===== src/rtl/rtc_bus_reader.sv =====
// rtc_bus_reader: drives one register read on a multiplexed RTC address/data bus.
// The address is written under wr_n, the bus is turned around, the data byte is
// read under rd_n, and cs_n then stays high for a recovery gap. Every output is
// a flop. Each flop loads the value that belongs to the state being entered, so
// the outputs change on the same edge as the state.
module rtc_bus_reader #(
    parameter int unsigned T_PHASE = 4,  // strobe low time in cycles, 1..255
    parameter int unsigned T_GAP   = 2   // recovery cycles after a read, 1..255
) (
    input  logic       clk,
    input  logic       reset,     // synchronous, active-low
    input  logic       start,
    input  logic [7:0] addr,
    input  logic [7:0] bus_in,
    output logic [7:0] bus_out,
    output logic       bus_oe,
    output logic       cs_n,
    output logic       ad_n,
    output logic       wr_n,
    output logic       rd_n,
    output logic [7:0] data_out,
    output logic       done,
    output logic       busy
);

    typedef enum logic [2:0] {
        IDLE, SETUP, ADDR_WR, HOLD, TURN, DATA_RD, RECOVER
    } state_t;

    // The counter counts down to zero, so it is loaded with length-1.
    localparam logic [7:0] PHASE_LAST = 8'(T_PHASE - 1);
    localparam logic [7:0] GAP_LAST   = 8'(T_GAP - 1);

    state_t     state_q,    state_d;
    logic [7:0] cnt_q,      cnt_d;
    logic [7:0] bus_out_q,  bus_out_d;
    logic [7:0] data_out_q, data_out_d;
    logic       bus_oe_q,   bus_oe_d;
    logic       cs_n_q,     cs_n_d;
    logic       ad_n_q,     ad_n_d;
    logic       wr_n_q,     wr_n_d;
    logic       rd_n_q,     rd_n_d;
    logic       done_q,     done_d;
    logic       busy_q,     busy_d;

    // Next-state, phase counter and data registers.
    always_comb begin
        // NOTE: every signal gets a default before the case; a path that skips
        // an assignment would otherwise infer a latch.
        state_d    = state_q;
        cnt_d      = cnt_q;
        bus_out_d  = bus_out_q;   // also keeps the last address while bus_oe=0
        data_out_d = data_out_q;  // stable between done pulses
        done_d     = 1'b0;
        case (state_q)
            IDLE: begin
                if (start) begin
                    state_d   = SETUP;
                    bus_out_d = addr;  // the address is captured only here
                end
            end
            SETUP: begin
                state_d = ADDR_WR;
                cnt_d   = PHASE_LAST;
            end
            ADDR_WR: begin
                if (cnt_q == 8'd0) state_d = HOLD;
                else               cnt_d   = cnt_q - 8'd1;
            end
            HOLD:    state_d = TURN;
            TURN: begin
                state_d = DATA_RD;
                cnt_d   = PHASE_LAST;
            end
            DATA_RD: begin
                if (cnt_q == 8'd0) begin
                    state_d    = RECOVER;
                    cnt_d      = GAP_LAST;
                    data_out_d = bus_in;  // sampled at the end of the last strobe cycle
                    done_d     = 1'b1;
                end else begin
                    cnt_d = cnt_q - 8'd1;
                end
            end
            RECOVER: begin
                if (cnt_q == 8'd0) state_d = IDLE;
                else               cnt_d   = cnt_q - 8'd1;
            end
            default: state_d = IDLE;
        endcase
    end

    // Bus control values for the state being entered (idle values by default).
    always_comb begin
        cs_n_d   = 1'b1;
        ad_n_d   = 1'b1;
        wr_n_d   = 1'b1;
        rd_n_d   = 1'b1;
        bus_oe_d = 1'b0;
        busy_d   = (state_d != IDLE);
        case (state_d)
            SETUP, HOLD: begin
                cs_n_d   = 1'b0;
                ad_n_d   = 1'b0;
                bus_oe_d = 1'b1;
            end
            ADDR_WR: begin
                cs_n_d   = 1'b0;
                ad_n_d   = 1'b0;
                bus_oe_d = 1'b1;
                wr_n_d   = 1'b0;
            end
            TURN:    cs_n_d = 1'b0;
            DATA_RD: begin
                cs_n_d = 1'b0;
                rd_n_d = 1'b0;
            end
            default: ;
        endcase
    end

    // State and output registers. A reset aborts any transaction on this edge
    // and ignores start.
    always_ff @(posedge clk) begin
        // NOTE: state is updated with non-blocking assignments so that every
        // flop samples the pre-edge values, whatever order the statements are in.
        if (!reset) begin
            state_q    <= IDLE;
            cnt_q      <= 8'd0;
            bus_out_q  <= 8'h00;
            data_out_q <= 8'h00;
            bus_oe_q   <= 1'b0;
            cs_n_q     <= 1'b1;
            ad_n_q     <= 1'b1;
            wr_n_q     <= 1'b1;
            rd_n_q     <= 1'b1;
            done_q     <= 1'b0;
            busy_q     <= 1'b0;
        end else begin
            state_q    <= state_d;
            cnt_q      <= cnt_d;
            bus_out_q  <= bus_out_d;
            data_out_q <= data_out_d;
            bus_oe_q   <= bus_oe_d;
            cs_n_q     <= cs_n_d;
            ad_n_q     <= ad_n_d;
            wr_n_q     <= wr_n_d;
            rd_n_q     <= rd_n_d;
            done_q     <= done_d;
            busy_q     <= busy_d;
        end
    end

    assign bus_out  = bus_out_q;
    assign bus_oe   = bus_oe_q;
    assign cs_n     = cs_n_q;
    assign ad_n     = ad_n_q;
    assign wr_n     = wr_n_q;
    assign rd_n     = rd_n_q;
    assign data_out = data_out_q;
    assign done     = done_q;
    assign busy     = busy_q;

endmodule


===== config.mk =====
export PLATFORM = sky130hd
export DESIGN_NAME = rtc_bus_reader
export DESIGN_NICKNAME = d
export VERILOG_FILES = /design/src/rtl/rtc_bus_reader.sv
export SDC_FILE = /design/constraint.sdc
export NUM_CORES = 1
export LEC_CHECK = 0
export ABC_AREA = 1
export CORE_MARGIN = 2
export CORE_UTILIZATION = 45
export CTS_BUF_LIST = sky130_fd_sc_hd__clkbuf_8
export DETAILED_ROUTE_END_ITERATION = 6
export GPL_ROUTABILITY_DRIVEN = 0
export GPL_TIMING_DRIVEN = 0
export PLACE_DENSITY = 0.89
export SETUP_SLACK_MARGIN = 0.1
export SLEW_MARGIN = 20
export SYNTH_ARGS = -nofsm -noshare
export SYNTH_HDL_FRONTEND = slang
export SYNTH_SLANG_ARGS = --single-unit

===== constraint.sdc =====
create_clock -name clk -period 1.5 [get_ports clk]
set_input_delay 0.15 -clock clk [delete_from_list [all_inputs] [get_ports clk]]
set_output_delay 0.15 -clock clk [all_outputs]
set_load 0.1 [all_outputs]

==> flow_metrics.env <==
export IMPL_status="completed"
export IMPL_maxSlewViolCount=0
export IMPL_crit_fanout=6
export IMPL_synth_distinct_cells=25
export IMPL_cap_violations=0
export IMPL_fin_nets=306
export IMPL_fin_ws_ps=42.2
export IMPL_nFillCells=246
export IMPL_n_antenna_cell=0
export IMPL_p_leak_nw=1.08
export IMPL_initial_core_util_pct=47.1
export IMPL_path_cells="buf_8 -> inv_6 -> nand2_8 -> nor2_4 -> inv_1 -> nand2_1 -> inv_1 -> nand2_4 -> nor2_1 -> nand3_1 -> nand3_1"
export IMPL_max_freq_mhz=686
export IMPL_fin_util_pct=74.8
export IMPL_drtIter0Drc=83
export IMPL_wl_mm=4.62
export IMPL_pin_count=42
export IMPL_cp_start_kind="flop"
export IMPL_top_layer="met4"
export IMPL_hold_viol=0
export IMPL_cp_end_kind="flop"
export IMPL_num_rows=21
export IMPL_dpl_worst_slack_ps=-110
export IMPL_slew_limit_headroom_pct=63.2
export IMPL_ys_seq_area_share_pct=42.9
export IMPL_overflow=0
export IMPL_drc=0
export IMPL_hp_class="in -> reg"
export IMPL_die_area_mm2=0.00401
export IMPL_grt_pass1_wl_mm=6.91
export IMPL_max_vdd_ir_drop_v=0.000712
export IMPL_dr_wl_met2_mm=2.37
export IMPL_first_global_vias=1616
export IMPL_core_area_mm2=0.00336
export IMPL_antenna_left=0
export IMPL_grt_start_max_net_pins=11
export IMPL_wl_per_cell_um=13.9
export IMPL_place_hpwl_mm=2.56
export IMPL_postSynthCellCount=220
export IMPL_critPathArrivalTime_ps=1690
export IMPL_cts_root_buf="clkbuf_8"
export IMPL_synth_nets=240
export IMPL_die_w_um=63.4
export IMPL_numCtsBuffers=5
export IMPL_clock_skew_ps=5.27
export IMPL_htreeDepth=2
export IMPL_path_clk_slew_ps=70
export IMPL_antenna_found_initial=0
export IMPL_area_growth_pct=58.7
export IMPL_grt_usage_pct=21.6
export IMPL_vias=1702
export IMPL_tightest_slew_ps=555
export IMPL_via_per_inst=5.13
export IMPL_finalCritPeriodShare_pct=97.2
export IMPL_yosys_register_bits=34
export IMPL_io_buffers=40
export IMPL_setup_violations=0
export IMPL_clock_latency_ps=290
export IMPL_yosysWarnings=0
export IMPL_wl_met3_um=371
export IMPL_synth_area_mm2=0.00159
export IMPL_cpPeakStageDelay_ps=350
export IMPL_rsz0062_at_grt="yes"
export IMPL_powerDensity_mw_per_mm2=1590
export IMPL_min_period_ps=1460
export IMPL_clkSinkCount=34
export IMPL_cts_tree="yes"
export IMPL_drive_gt1_share_pct=37.1
export IMPL_worstPathRequired_ps=1730
export IMPL_cp_slowest_cell="dfxtp_2"
export IMPL_synth_area_per_cell_um2=7.21
export IMPL_drtPass1Iterations=4
export IMPL_wl_met1_mm=1.78
export IMPL_worstSetupPathType="reg -> reg"
export IMPL_clockBufferDepth=2
export IMPL_chipHeight_um=63.4
layer usage:
| layer | GRT usage, % | vias up |
|---|---|---|
| li1 | - | 828 |
| met1 | 23.8 | 781 |
| met2 | 37.1 | 82 |
| met3 | 7.32 | 11 |
| met4 | 10.3 | 0 |
| met5 | 0 | - |
flip-flops by register name (all words and copies together), names as in the netlist:
signal    cells
ad_n          1
bus_oe        1
bus_out       8
cnt_q         8
state_q       3
busy          1
done          1
data_out      8
cs_n          1
wr_n          1
rd_n          1
Yosys cell counts (all sizes together):
library cell	n	area, µm²
nor2	40	180
nand3	24	130
o21bai	1	18.8
buf	4	33.8
dfxtp	34	681
clkinv	1	5.00
a21oi	14	73.8
o21ai	13	65.1
nand4	4	31.3
clkbuf	2	7.51
inv	29	109
nor3	2	21.3
nand2	51	216
ha	1	12.5
power by group:
| group | total [mW] | switching [mW] | internal [mW] | leakage (nW) |
|---|---|---|---|---|
| sequential | 1.10 | 0.0761 | 1.03 | 0.279 |
| combinational | 2.04 | 1.37 | 0.671 | 0.747 |
| clock | 0.855 | 0.324 | 0.531 | 0.0573 |
kinds of logic after synthesis:
logic type                 share of synthesized area [%]
AOI/OAI and AO/OA                                   9.94
and+or+nand+nor                                     36.5
buffers and inverters                               9.79
DFF                                                 42.9
adders and majority gates                          0.789
critical path, delay by kind of cell, from the launching register on:
kind	cells	cell delay (ps)
flops	1	350
buf+inv	4	380
simple gates	7	660
layout by cell type (no fill, tap or decap), types with 10 or more instances in the layout:
| cell | synthesis | layout |
|---|---|---|
| a21oi_1 | 13 | 13 |
| inv_1 | 21 | 15 |
| inv_2 | 8 | 10 |
| buf_4 | 1 | 17 |
| nand3_1 | 22 | 19 |
| clkdlybuf4s50_1 | 0 | 17 |
| dfxtp_1 | 34 | 32 |
| nor2_1 | 34 | 30 |
| clkdlybuf4s15_2 | 0 | 23 |
| nand2_1 | 45 | 37 |
through the flow:
stage	power, mW	setup TNS, ps	cell area, µm²	cells	hold WS (ps)
2_1_floorplan	2.35	0	1600	220	273
3_3_place_gp	2.64	-1980	2060	306	449
3_5_place_dp	2.67	-2480	2060	306	456
4_1_cts	3.64	0	2320	320	311
5_1_grt	4.20	-47.2	2520	332	364
6_report	4.00	0	2520	332	317
cell type report:
type                    instances  area, µm²  share of cell area [%]
plain buffers                   6       45.0                    1.79
clock buffers                   6       82.6                    3.28
clock inverters                 1       30.0                    1.19
inverters                      30        128                    5.07
multi-input cells             150        898                    35.7
flip-flops and latches         34        683                    27.2
well taps                      46       57.6                    2.29
repair buffers                 59        592                    23.5
timing repair:
action	in CTS	in global routing
buffers inserted	7	12
hold endpoints to repair	0	0
resized for setup	83	42
setup endpoints to repair	49	33
hold buffers	0	0
pin swaps	5	17
final timing paths:
kind | start | end | slack [ps] | cells past startpoint
setup / recovery | state_q[0] | cs_n | 40 | 11
hold / removal | start | bus_out[0] | 320 | 3
setup reg to reg | state_q[0] | cs_n | 40 | 11
hold reg to reg | bus_out[7] | bus_out[7] | 470 | 2
Note: power is estimated with default switching activity, not from simulation.
